--- src/rtl/conv_loop_counter.sv ---
// Three-level (channel / row / column) loop counter for convolution traversal.
// Column is innermost; ch_done marks each completed channel plane, done the whole run.
module conv_loop_counter #(
    parameter int COL_W = 6,
    parameter int ROW_W = 6,
    parameter int CH_W  = 4
) (
    input  logic             clk,
    input  logic             rst_n,
    input  logic             start,
    input  logic [COL_W-1:0] col_max,
    input  logic [ROW_W-1:0] row_max,
    input  logic [CH_W-1:0]  ch_max,
    input  logic             step,
    input  logic             abort,
    output logic [COL_W-1:0] col,
    output logic [ROW_W-1:0] row,
    output logic [CH_W-1:0]  ch,
    output logic             busy,
    output logic             last,
    output logic             ch_done,
    output logic             done
);

    typedef enum logic [1:0] {
        S_IDLE = 2'd0,
        S_RUN  = 2'd1,
        S_DONE = 2'd2
    } state_t;

    state_t           state_reg, state_next;
    logic [COL_W-1:0] col_reg, col_next;
    logic [ROW_W-1:0] row_reg, row_next;
    logic [CH_W-1:0]  ch_reg, ch_next;
    logic [COL_W-1:0] col_lim_reg, col_lim_next;
    logic [ROW_W-1:0] row_lim_reg, row_lim_next;
    logic [CH_W-1:0]  ch_lim_reg, ch_lim_next;
    logic             busy_reg, busy_next;
    logic             ch_done_reg, ch_done_next;
    logic             done_reg, done_next;

    logic col_at_lim;
    logic row_at_lim;
    logic ch_at_lim;

    assign col_at_lim = (col_reg == col_lim_reg);
    assign row_at_lim = (row_reg == row_lim_reg);
    assign ch_at_lim  = (ch_reg == ch_lim_reg);

    always_ff @(posedge clk or negedge rst_n) begin
        if (!rst_n) begin
            state_reg   <= S_IDLE;
            col_reg     <= '0;
            row_reg     <= '0;
            ch_reg      <= '0;
            col_lim_reg <= '0;
            row_lim_reg <= '0;
            ch_lim_reg  <= '0;
            busy_reg    <= 1'b0;
            ch_done_reg <= 1'b0;
            done_reg    <= 1'b0;
        end else begin
            state_reg   <= state_next;
            col_reg     <= col_next;
            row_reg     <= row_next;
            ch_reg      <= ch_next;
            col_lim_reg <= col_lim_next;
            row_lim_reg <= row_lim_next;
            ch_lim_reg  <= ch_lim_next;
            busy_reg    <= busy_next;
            ch_done_reg <= ch_done_next;
            done_reg    <= done_next;
        end
    end

    always_comb begin
        state_next   = state_reg;
        col_next     = col_reg;
        row_next     = row_reg;
        ch_next      = ch_reg;
        col_lim_next = col_lim_reg;
        row_lim_next = row_lim_reg;
        ch_lim_next  = ch_lim_reg;
        busy_next    = busy_reg;
        ch_done_next = 1'b0;
        done_next    = 1'b0;

        case (state_reg)
            S_IDLE: begin
                if (start) begin
                    col_lim_next = col_max;
                    row_lim_next = row_max;
                    ch_lim_next  = ch_max;
                    col_next     = '0;
                    row_next     = '0;
                    ch_next      = '0;
                    busy_next    = 1'b1;
                    state_next   = S_RUN;
                end
            end
            S_RUN: begin
                // abort wins over a simultaneous step and suppresses both pulses
                if (abort) begin
                    col_next   = '0;
                    row_next   = '0;
                    ch_next    = '0;
                    busy_next  = 1'b0;
                    state_next = S_IDLE;
                end else if (step) begin
                    if (!col_at_lim) begin
                        col_next = col_reg + COL_W'(1);
                    end else if (!row_at_lim) begin
                        col_next = '0;
                        row_next = row_reg + ROW_W'(1);
                    end else if (!ch_at_lim) begin
                        col_next     = '0;
                        row_next     = '0;
                        ch_next      = ch_reg + CH_W'(1);
                        ch_done_next = 1'b1;
                    end else begin
                        col_next     = '0;
                        row_next     = '0;
                        ch_next      = '0;
                        busy_next    = 1'b0;
                        ch_done_next = 1'b1;
                        done_next    = 1'b1;
                        state_next   = S_DONE;
                    end
                end
            end
            S_DONE: begin
                state_next = S_IDLE;
            end
            default: begin
                state_next = S_IDLE;
            end
        endcase
    end

    assign col     = col_reg;
    assign row     = row_reg;
    assign ch      = ch_reg;
    assign busy    = busy_reg;
    assign ch_done = ch_done_reg;
    assign done    = done_reg;
    assign last    = busy_reg & col_at_lim & row_at_lim & ch_at_lim;

endmodule
--- config.mk ---
export PLATFORM = sky130hd
export DESIGN_NAME = conv_loop_counter
export DESIGN_NICKNAME = d
export VERILOG_FILES = /design/src/rtl/conv_loop_counter.sv
export SDC_FILE = /design/constraint.sdc
export NUM_CORES = 1
export LEC_CHECK = 0
export CORE_MARGIN = 2
export CORE_UTILIZATION = 52
export CTS_BUF_LIST = sky130_fd_sc_hd__clkbuf_8
export DETAILED_ROUTE_END_ITERATION = 8
export PLACE_DENSITY = 0.85
export SYNTH_ARGS = -nofsm -noshare
export SYNTH_HDL_FRONTEND = slang
export SYNTH_SLANG_ARGS = --single-unit
--- constraint.sdc ---
create_clock -name clk -period 2.17 [get_ports clk]
set_input_delay 0.434 -clock clk [delete_from_list [all_inputs] [get_ports clk]]
set_output_delay 0.434 -clock clk [all_outputs]
set_load 0.02 [all_outputs]
; After elaboration in Yosys (flattened, before gate mapping)
; Cells that the tools add are included.
[word_totals]
regBits = 37
wordCells = 75
inputBits = 21
out_inout_bits = 20
[op_classes]
n_mux = 42
eq_ne = 9
n_reduce_logical = 8
n_bitwise = 3
add_sub_neg = 3
[ops]
columns = op, n
row1 = 2-to-1 mux 6 bit, 8
row2 = 2-to-1 mux 4 bit, 6
row3 = case mux 6 bit (2 select lines), 2
row4 = 2-to-1 mux 1 bit, 17
row5 = "adder 6 x 1 -> 6 bit, second input constant", 2
row6 = == test 6 bit, 2
row7 = 2-to-1 mux 2 bit, 6
row8 = "inequality test 3 bit, second input constant", 4
row9 = AND reduction 5 bit, 2
row10 = case mux 4 bit (2 select lines), 1
row11 = AND reduction 6 bit, 1
row12 = "adder 4 x 1 -> 4 bit, second input constant", 1
row13 = == test 4 bit, 1
row14 = case mux 2 bit (2 select lines), 1
row15 = AND reduction 4 bit, 1
row16 = AND 1 bit, 3
row17 = AND reduction 3 bit, 1
row18 = "== test 2 x 1 -> 1 bit, second input constant", 1
row19 = zero test 2 bit, 1
row20 = "inequality test 2 bit, second input constant", 1
row21 = case mux 1 bit (2 select lines), 1
row22 = AND reduction 2 bit, 1
row23 = nonzero test 2 bit, 1

; Longest topological paths before layout
; Gate-level depths: netlist (run 1).
[logic_depth]
depth_word = 7
mapped_depth = 6

; Worst setup path before layout (run 1)
; No wires, ideal clock.
[synth_path]
path_type = register -> output
from = reg col_reg[4] (netlist: col[4])
to = out last
required_time_ns = 1.736
n_path_buf = 0
arrival_ns = 1.583
stages_incl_launch_ff = 5
slack_ns = 0.153
path_cell_list = dfrtp_1 -> xor2_1 -> nor4_2 -> and4_1 -> and3_1
[synth_via]
elab_chain_len = 4
[synth_lines]
columns = item, line
row1 = from (decl), 32  ; logic [COL_W-1:0] col_reg, col_next;
row2 = from (signal assigned), 64  ; col_reg <= col_next;
row3 = == test 6 bit, 46  ; assign col_at_lim = (col_reg == col_lim_reg);
row4 = AND 1 bit (3 in series), 146  ; assign last = busy_reg & col_at_lim & row_at_lim & ch_at_lim;
row5 = to (decl), 20  ; output logic last,
; No other way between the ends.

; Worst setup path in the final report (run 1)
[layout_path]
from = reg row_reg[2] (netlist: row[2])
to = out last
[layout_via]
elab_chain_len = 3
[layout_lines]
columns = item, line
row1 = from (decl), 33  ; logic [ROW_W-1:0] row_reg, row_next;
row2 = from (signal assigned), 65  ; row_reg <= row_next;
row3 = == test 6 bit, 47  ; assign row_at_lim = (row_reg == row_lim_reg);
row4 = AND 1 bit (2 in series), 146
; No other way between the ends.

==> summary.md, run 1 <==
| Metric | Value |
|---|---|
| FP Rows | `21` |
| Synth Net Count | `between 150 and 200` |
| Slowest cell on crit path | `dfrtp_1` |
| I/O Buffers | `40` |
| Initial antenna violation count | `0` |
| Max stage delay on crit path | `roughly 0.40 ns` |
| Core Util, Final | `0.812` |
| Clk sinks | `37` |
| Hold path startpoint | `ch_lim_reg[1]$_DFFE_PN0P_` |
| Layout cell share with drive strength beyond 1 | `0.317` |
| Failing checks | `setup timing` |
| Synth Cell Area | `between 1500 and 2000 sq um` |
| Die H | `around 64 um` |
| WL final | `between 4 and 5 mm` |
| Die X | `around 64 um` |
| Largest net degree at the start of global routing | `38` |
| Via density | `approximately 5.5` |
| Worst r2r src | `row[2]$_DFFE_PN0P_` |
| Multi-input gate area | `between 900 and 1000 sq um` |
| Lkg Pwr | `~1.3 nW` |
| R2r worst-path depth | `8` |
| Area growth, synth to finish | `46.6%` |
| CTS Hold Buffers Added | `0` |
| Placed cell count | `279` |
| Slew headroom | `0.688` |
| RSZ-0062 raised after global routing | `yes` |
| Die area | `approximately 4100 sq um` |
| Critical Path Fanout Max | `4` |
| Status | `finished with violations` |
| GRT Overall Usage | `0.257` |
| Req. time, crit path | `1.74 ns` |
| DP Area | `approximately 2600 sq um` |
| Fin area | `roughly 2800 sq um` |
| Final setup viols | `1` |
| Synth Register Bits | `37` |
| Congestion Overflow GR | `0` |
| Setup TNS | `-0.0556 ns` |
| Iter 0 DRT Violations | `56` |
| Most frequent cells in the layout | `clkdlybuf4s50_1, buf_4, dfrtp_1, nor2_1, xor2_1` |
| Routed Antenna Nets | `0` |
| Core area | `roughly 3400 sq um` |
| Critical path class | `register to output pin` |
| Post-route insts no fill | `a little under 300` |
| Max Root-Sink Buffers | `2` |
| Worst-Margin Slew | `between 0.4 and 0.5 ns` |
| GPL Wtd Cong | `0.840` |
| Hold Path End | `ch_lim_reg[1]$_DFFE_PN0P_` |
| # DRC | `0` |
| Hold slack | `~0.53 ns` |
| Wire length per cell | `17.0 um` |
| Vias in the first global route | `1709` |
| Clock transition at the registers of the reported paths | `about 0.070 ns` |
| Top-Level Pins | `between 40 and 50` |
| Final HPWL DP | `~3.6 mm` |
| Fillers | `around 190` |
| DR pass1 iterations | `4` |
| Synth Instances | `160` |
| First-pass GRT wire length | `~8 mm` |
| Final Max Slew Viols | `0` |
| Final period util | `1.03` |
| Hold Crit Class | `register to register` |
| Worst path arrival time | `1.79 ns` |
| Pwr Density | `approximately 1100 nW/um^2` |
| Sequential area share after synthesis | `0.493` |
| Vias | `between 1500 and 2000` |
| Crit path cell chain | `xor2_1 > nor4_2 > and4_4 > and3_4 > buf_6` |
| Crit path capture type | `output pin` |
| Starting Density | `0.554` |
| Max cap viols | `0` |
| Worst setup margin | `-0.0556 ns` |
| Power Total | `just over 3 mW` |
| Antenna Cells | `0` |
| Nets | `between 200 and 300` |
| R2r endpoint | `ch[3]$_DFFE_PN0P_` |
| Hold path depth | `1` |
| Synth unique cells | `40` |
| R2r setup slk | `about 0.02 ns` |
| Clk Latency, worst-skew pair | `between 0.2 and 0.3 ns` |
| Total CTS buffers | `5` |
| YS warnings | `0` |
| CTS tree | `built` |
| Sequential cell area | `between 900 and 1000 sq um` |
| Worst VDD drop | `roughly 0.74 mV` |
| Fmax | `449 MHz` |
| Mean Syn Cell Area | `11.7 sq um` |
| H-tree levels | `2` |
| Final Critical Period | `~2.2 ns` |
| Worst setup SP type | `register` |
| Place WS | `-0.214 ns` |
| Post-Route Skew | `between 0.004 and 0.005 ns` |
| Clk Tree Root Cell | `clkbuf_8` |
| Final Hold Fails | `0` |
## power breakdown
| part | internal, mW | switching, mW |
|---|---|---|
| Combinational | 0.811 | 0.745 |
| Sequential | 0.914 | 0.170 |
| Clock | 0.247 | 0.230 |
## logic make-up after synthesis
| group | synth area share |
|---|---|
| buffers and inverters | 0.0127 |
| AND/OR/NAND/NOR | 0.180 |
| AO/OA/AOI/OAI | 0.0873 |
| adder cells (fa/ha/maj) | 0.0200 |
| multiplexers | 0.113 |
| XOR/XNOR | 0.0933 |
| flip-flops | 0.493 |
## area by class of cell
type                            instances  area share
Sequential cell                        37       0.337
Inverter                                2     0.00273
Tap cell                               46      0.0209
Multi-Input combinational cell        119       0.345
Clock inverter                          1     0.00136
Timing Repair Buffer                   81       0.264
Clock buffer                            6      0.0300
## metal layers
layer / vias up / wire (um) / global-route usage
met5: - / 0 / 0
met3: 9 / 241 / 0.0581
met4: 0 / 80 / 0.0734
li1: 750 / - / -
met2: 57 / 2670 / 0.486
met1: 781 / 1970 / 0.283
## cells in the mapped netlist
library cell	count	area [sq um]
a211o_1	2	17.5
a21boi_2	1	11.3
a21oi_1	2	10.0
a21oi_2	1	8.76
a221o_1	2	20.0
a22o_1	4	35.0
a31o_1	1	8.76
and2_0	1	6.26
and3_1	4	25.0
and4_1	1	8.76
buf_2	1	5.00
buf_6	1	11.3
dfrtp_1	37	926
ha_1	3	37.5
inv_1	2	7.51
mux2_1	1	11.3
mux2_2	17	191
mux2i_1	1	10.0
nand2_1	8	30.0
nand2b_1	2	12.5
nand2b_4	1	13.8
nand3_1	5	25.0
nand3b_1	1	7.51
nand4_1	1	6.26
nor2_1	20	75.1
nor2b_1	1	6.26
nor3_1	2	10.0
nor3_4	1	16.3
nor3b_1	2	15.0
nor3b_2	2	25.0
nor4_1	2	12.5
nor4_2	2	25.0
o21ai_0	1	5.00
o31ai_1	1	7.51
o41a_1	2	22.5
o41ai_1	2	17.5
or2_2	1	6.26
or3_4	1	11.3
xnor2_1	2	17.5
xor2_1	18	158
## how the worst max path moves through the flow
stage                                from    to  slack [ns]
5_1_grt                col[4]$_DFFE_PN0P_  last       -0.11
3_5_place_dp           col[4]$_DFFE_PN0P_  last       -0.21
3_3_place_gp   row_lim_reg[5]$_DFFE_PN0P_  last       -0.17
4_1_cts                col[1]$_DFFE_PN0P_  last       -0.06
6_report               row[2]$_DFFE_PN0P_  last       -0.06
2_1_floorplan          col[4]$_DFFE_PN0P_  last        0.15
## what timing repair did
item,4_1_cts,5_1_grt
setup buffers,1,5
gates resized for setup,9,3
pin swaps,4,4
setup endpoints to repair,1,2
## critical path: cells and delay by family, from the launching register on
family / cells / cell delay (ns)
XOR/XNOR: 1 / 0.18
buffers and inverters: 1 / 0.11
flip-flops: 1 / 0.40
AND/OR/NAND/NOR: 3 / 0.81
Power figures use the tool's default switching activity.
==> inputs of run 2 (changes only) <==
SETUP_SLACK_MARGIN = 0.02   (was unset)
==> run 2 against run 1 <==
Against the previous run:
- register-to-register slack is essentially flat
- critical path depth is the same
- die area is the same
- highest routed layer unchanged
- via count shrank 0.69%
- power is essentially flat
- the run still ends with setup timing left
- combinational power is essentially flat
- non-clock buffer count is the same
- clock power is essentially flat
- first-iteration DRC count is the same
- critical path type unchanged
- worst hold slack is the same
- global-route usage is the same
==> summary.md, run 2 (synthesis gave the netlist of run 1 again) <==
| Metric | Value |
|---|---|
| Post-Route Skew | `0.00421 ns (+0.00000200 ns)` |
| Critical path endpoint | `last` |
| FP Rows | `21 (unchanged)` |
| Setup TNS | `-0.0549 ns (+0.000708 ns)` |
| Max stage delay on crit path | `0.40 ns (about the same)` |
| Die X | `64.1 um (unchanged)` |
| R2r setup slk | `0.02 ns (about the same)` |
| Final setup viols | `1 (unchanged)` |
| Critical path buffer and inverter count | `1 (unchanged)` |
| Worst r2r src | `row[2]$_DFFE_PN0P_` |
| Most frequent cells in the layout | `clkdlybuf4s50_1, buf_4, dfrtp_1, nor2_1, xor2_1` |
| I/O Buffers | `40 (unchanged)` |
| Clk Latency, worst-skew pair | `0.29 ns (about the same)` |
| RSZ-0062 raised after global routing | `yes` |
| Critical path class | `register to output pin` |
| H-tree levels | `2 (unchanged)` |
| Power Total | `3.12 mW (about the same)` |
| Starting Density | `0.554 (unchanged)` |
| CTS tree | `built` |
| Worst-Margin Slew | `0.468 ns (+0.00000966 ns)` |
| Clk Tree Root Cell | `clkbuf_8` |
| Congestion Overflow GR | `0 (unchanged)` |
| GPL Wtd Cong | `0.840 (unchanged)` |
| Crit path capture type | `output pin` |
| Antenna Cells | `0 (unchanged)` |
| Top-Level Pins | `41 (unchanged)` |
| Worst VDD drop | `0.739 mV (about the same)` |
| Core area | `3390 sq um (unchanged)` |
| Crit path max-delay family | `simple AND/OR/NAND/NOR gates` |
| Largest net degree at the start of global routing | `38 (unchanged)` |
| Die area | `4110 sq um (unchanged)` |
| Fmax | `449 MHz (about the same)` |
| Area growth, synth to finish | `46.6% (unchanged)` |
| Clock transition at the registers of the reported paths | `0.07 ns (about the same)` |
| # DRC | `0 (unchanged)` |
| Hold Crit Class | `register to register` |
| Initial antenna violation count | `0 (unchanged)` |
| Iter 0 DRT Violations | `56 (unchanged)` |
| WP depth | `5 (unchanged)` |
| Max Root-Sink Buffers | `2 (unchanged)` |
| First-pass GRT wire length | `7.97 mm (unchanged)` |
| Pwr Density | `1130 nW/um^2 (about the same)` |
| CP startpoint | `row[2]$_DFFE_PN0P_` |
| Max cap viols | `0 (unchanged)` |
| Lkg Pwr | `1.28 nW (about the same)` |
| Nets | `270 (unchanged)` |
| Die H | `64.1 um (unchanged)` |
| Critical Path Fanout Max | `4 (unchanged)` |
| Final period util | `1.03 (about the same)` |
| Vias in the first global route | `1709 (unchanged)` |
| Fillers | `192 (unchanged)` |
| Core Util, Final | `0.812 (unchanged)` |
| Crit path cell chain | `xor2_1 > nor4_2 > and4_4 > and3_4 > buf_6` |
| Status | `finished with violations` |
| Final Hold Fails | `0 (unchanged)` |
| Via density | `5.43 (-0.69%)` |
| Final Critical Period | `2.22 ns (-0.000708 ns)` |
| Slew headroom | `0.688 (about the same)` |
| WL final | `4.96 mm (about the same)` |
| Req. time, crit path | `1.74 ns (about the same)` |
| Failing checks | `setup timing` |
| Hold path depth | `1 (unchanged)` |
| R2r worst-path depth | `8 (unchanged)` |
| R2r endpoint | `ch[3]$_DFFE_PN0P_` |
| Clk sinks | `37 (unchanged)` |
| GRT Overall Usage | `0.257 (unchanged)` |
| DR pass1 iterations | `4 (unchanged)` |
| Vias | `1586 (-0.69%)` |
| Routed Antenna Nets | `0 (unchanged)` |
| Total CTS buffers | `5 (unchanged)` |
| Worst setup SP type | `register` |
| Final Max Slew Viols | `0 (unchanged)` |
| Worst setup margin | `-0.0549 ns (+0.000708 ns)` |
| Final HPWL DP | `3.56 mm (unchanged)` |
| Layout cell share with drive strength beyond 1 | `0.317 (unchanged)` |
| Worst path arrival time | `1.79 ns (about the same)` |
| CTS Hold Buffers Added | `0 (unchanged)` |
| Place WS | `-0.214 ns (unchanged)` |
| Wire length per cell | `17.0 um (about the same)` |
| Slowest cell on crit path | `dfrtp_1` |
==> run 2: cell type report <==
| class | count | area (sq um) | area share |
|---|---|---|---|
| Clock buffer | 6 | 82.6 | 0.0300 |
| Tap cell | 46 | 57.6 | 0.0209 |
| Clock inverter | 1 | 3.75 | 0.00136 |
| Multi-Input combinational cell | 119 | 948 | 0.345 |
| Inverter | 2 | 7.51 | 0.00273 |
| Sequential cell | 37 | 926 | 0.337 |
| Timing Repair Buffer | 81 | 726 | 0.264 |
==> run 2: per-layer routing <==
layer / vias up / track usage / wire length [um]
li1: 749 / - / -
met1: 771 / 0.283 / 1990
met2: 55 / 0.486 / 2670
met3: 11 / 0.0581 / 230
met4: 0 / 0.0734 / 82
met5: - / 0 / 0
==> run 2: timing repair <==
| item | 4_1_cts | 5_1_grt |
|---|---|---|
| endpoints found under the setup margin | 1 | 2 |
| gates resized for setup | 9 | 3 |
| pin swaps | 4 | 5 |
| setup buffers | 1 | 5 |
==> run 2: worst min path at each step <==
stage / endpoint / from / slack [ns]
floorplan: busy$_DFFE_PN0P_ / rst_n / 0.14
global placement: row_lim_reg[3]$_DFFE_PN0P_ / row_lim_reg[3]$_DFFE_PN0P_ / 0.51
detailed placement: ch_lim_reg[1]$_DFFE_PN0P_ / ch_lim_reg[1]$_DFFE_PN0P_ / 0.52
CTS: row_lim_reg[4]$_DFFE_PN0P_ / row_lim_reg[4]$_DFFE_PN0P_ / 0.53
global route: col_lim_reg[0]$_DFFE_PN0P_ / col_lim_reg[0]$_DFFE_PN0P_ / 0.55
finish: ch_lim_reg[1]$_DFFE_PN0P_ / ch_lim_reg[1]$_DFFE_PN0P_ / 0.53
==> run 2: metrics by stage <==
step / instance area, sq um / cells / hold WS, ns
2_1_floorplan: 1880 / 160 / 0.138
3_3_place_gp: 2590 / 279 / 0.509
3_5_place_dp: 2590 / 279 / 0.517
4_1_cts: 2700 / 287 / 0.532
5_1_grt: 2750 / 292 / 0.551
6_report: 2750 / 292 / 0.528
==> run 2: power breakdown <==
part	internal, mW	total [mW]	leakage [nW]	switching, mW
logic	0.810	1.55	0.757	0.745
registers	0.914	1.08	0.472	0.171
clock network	0.247	0.477	0.0485	0.230
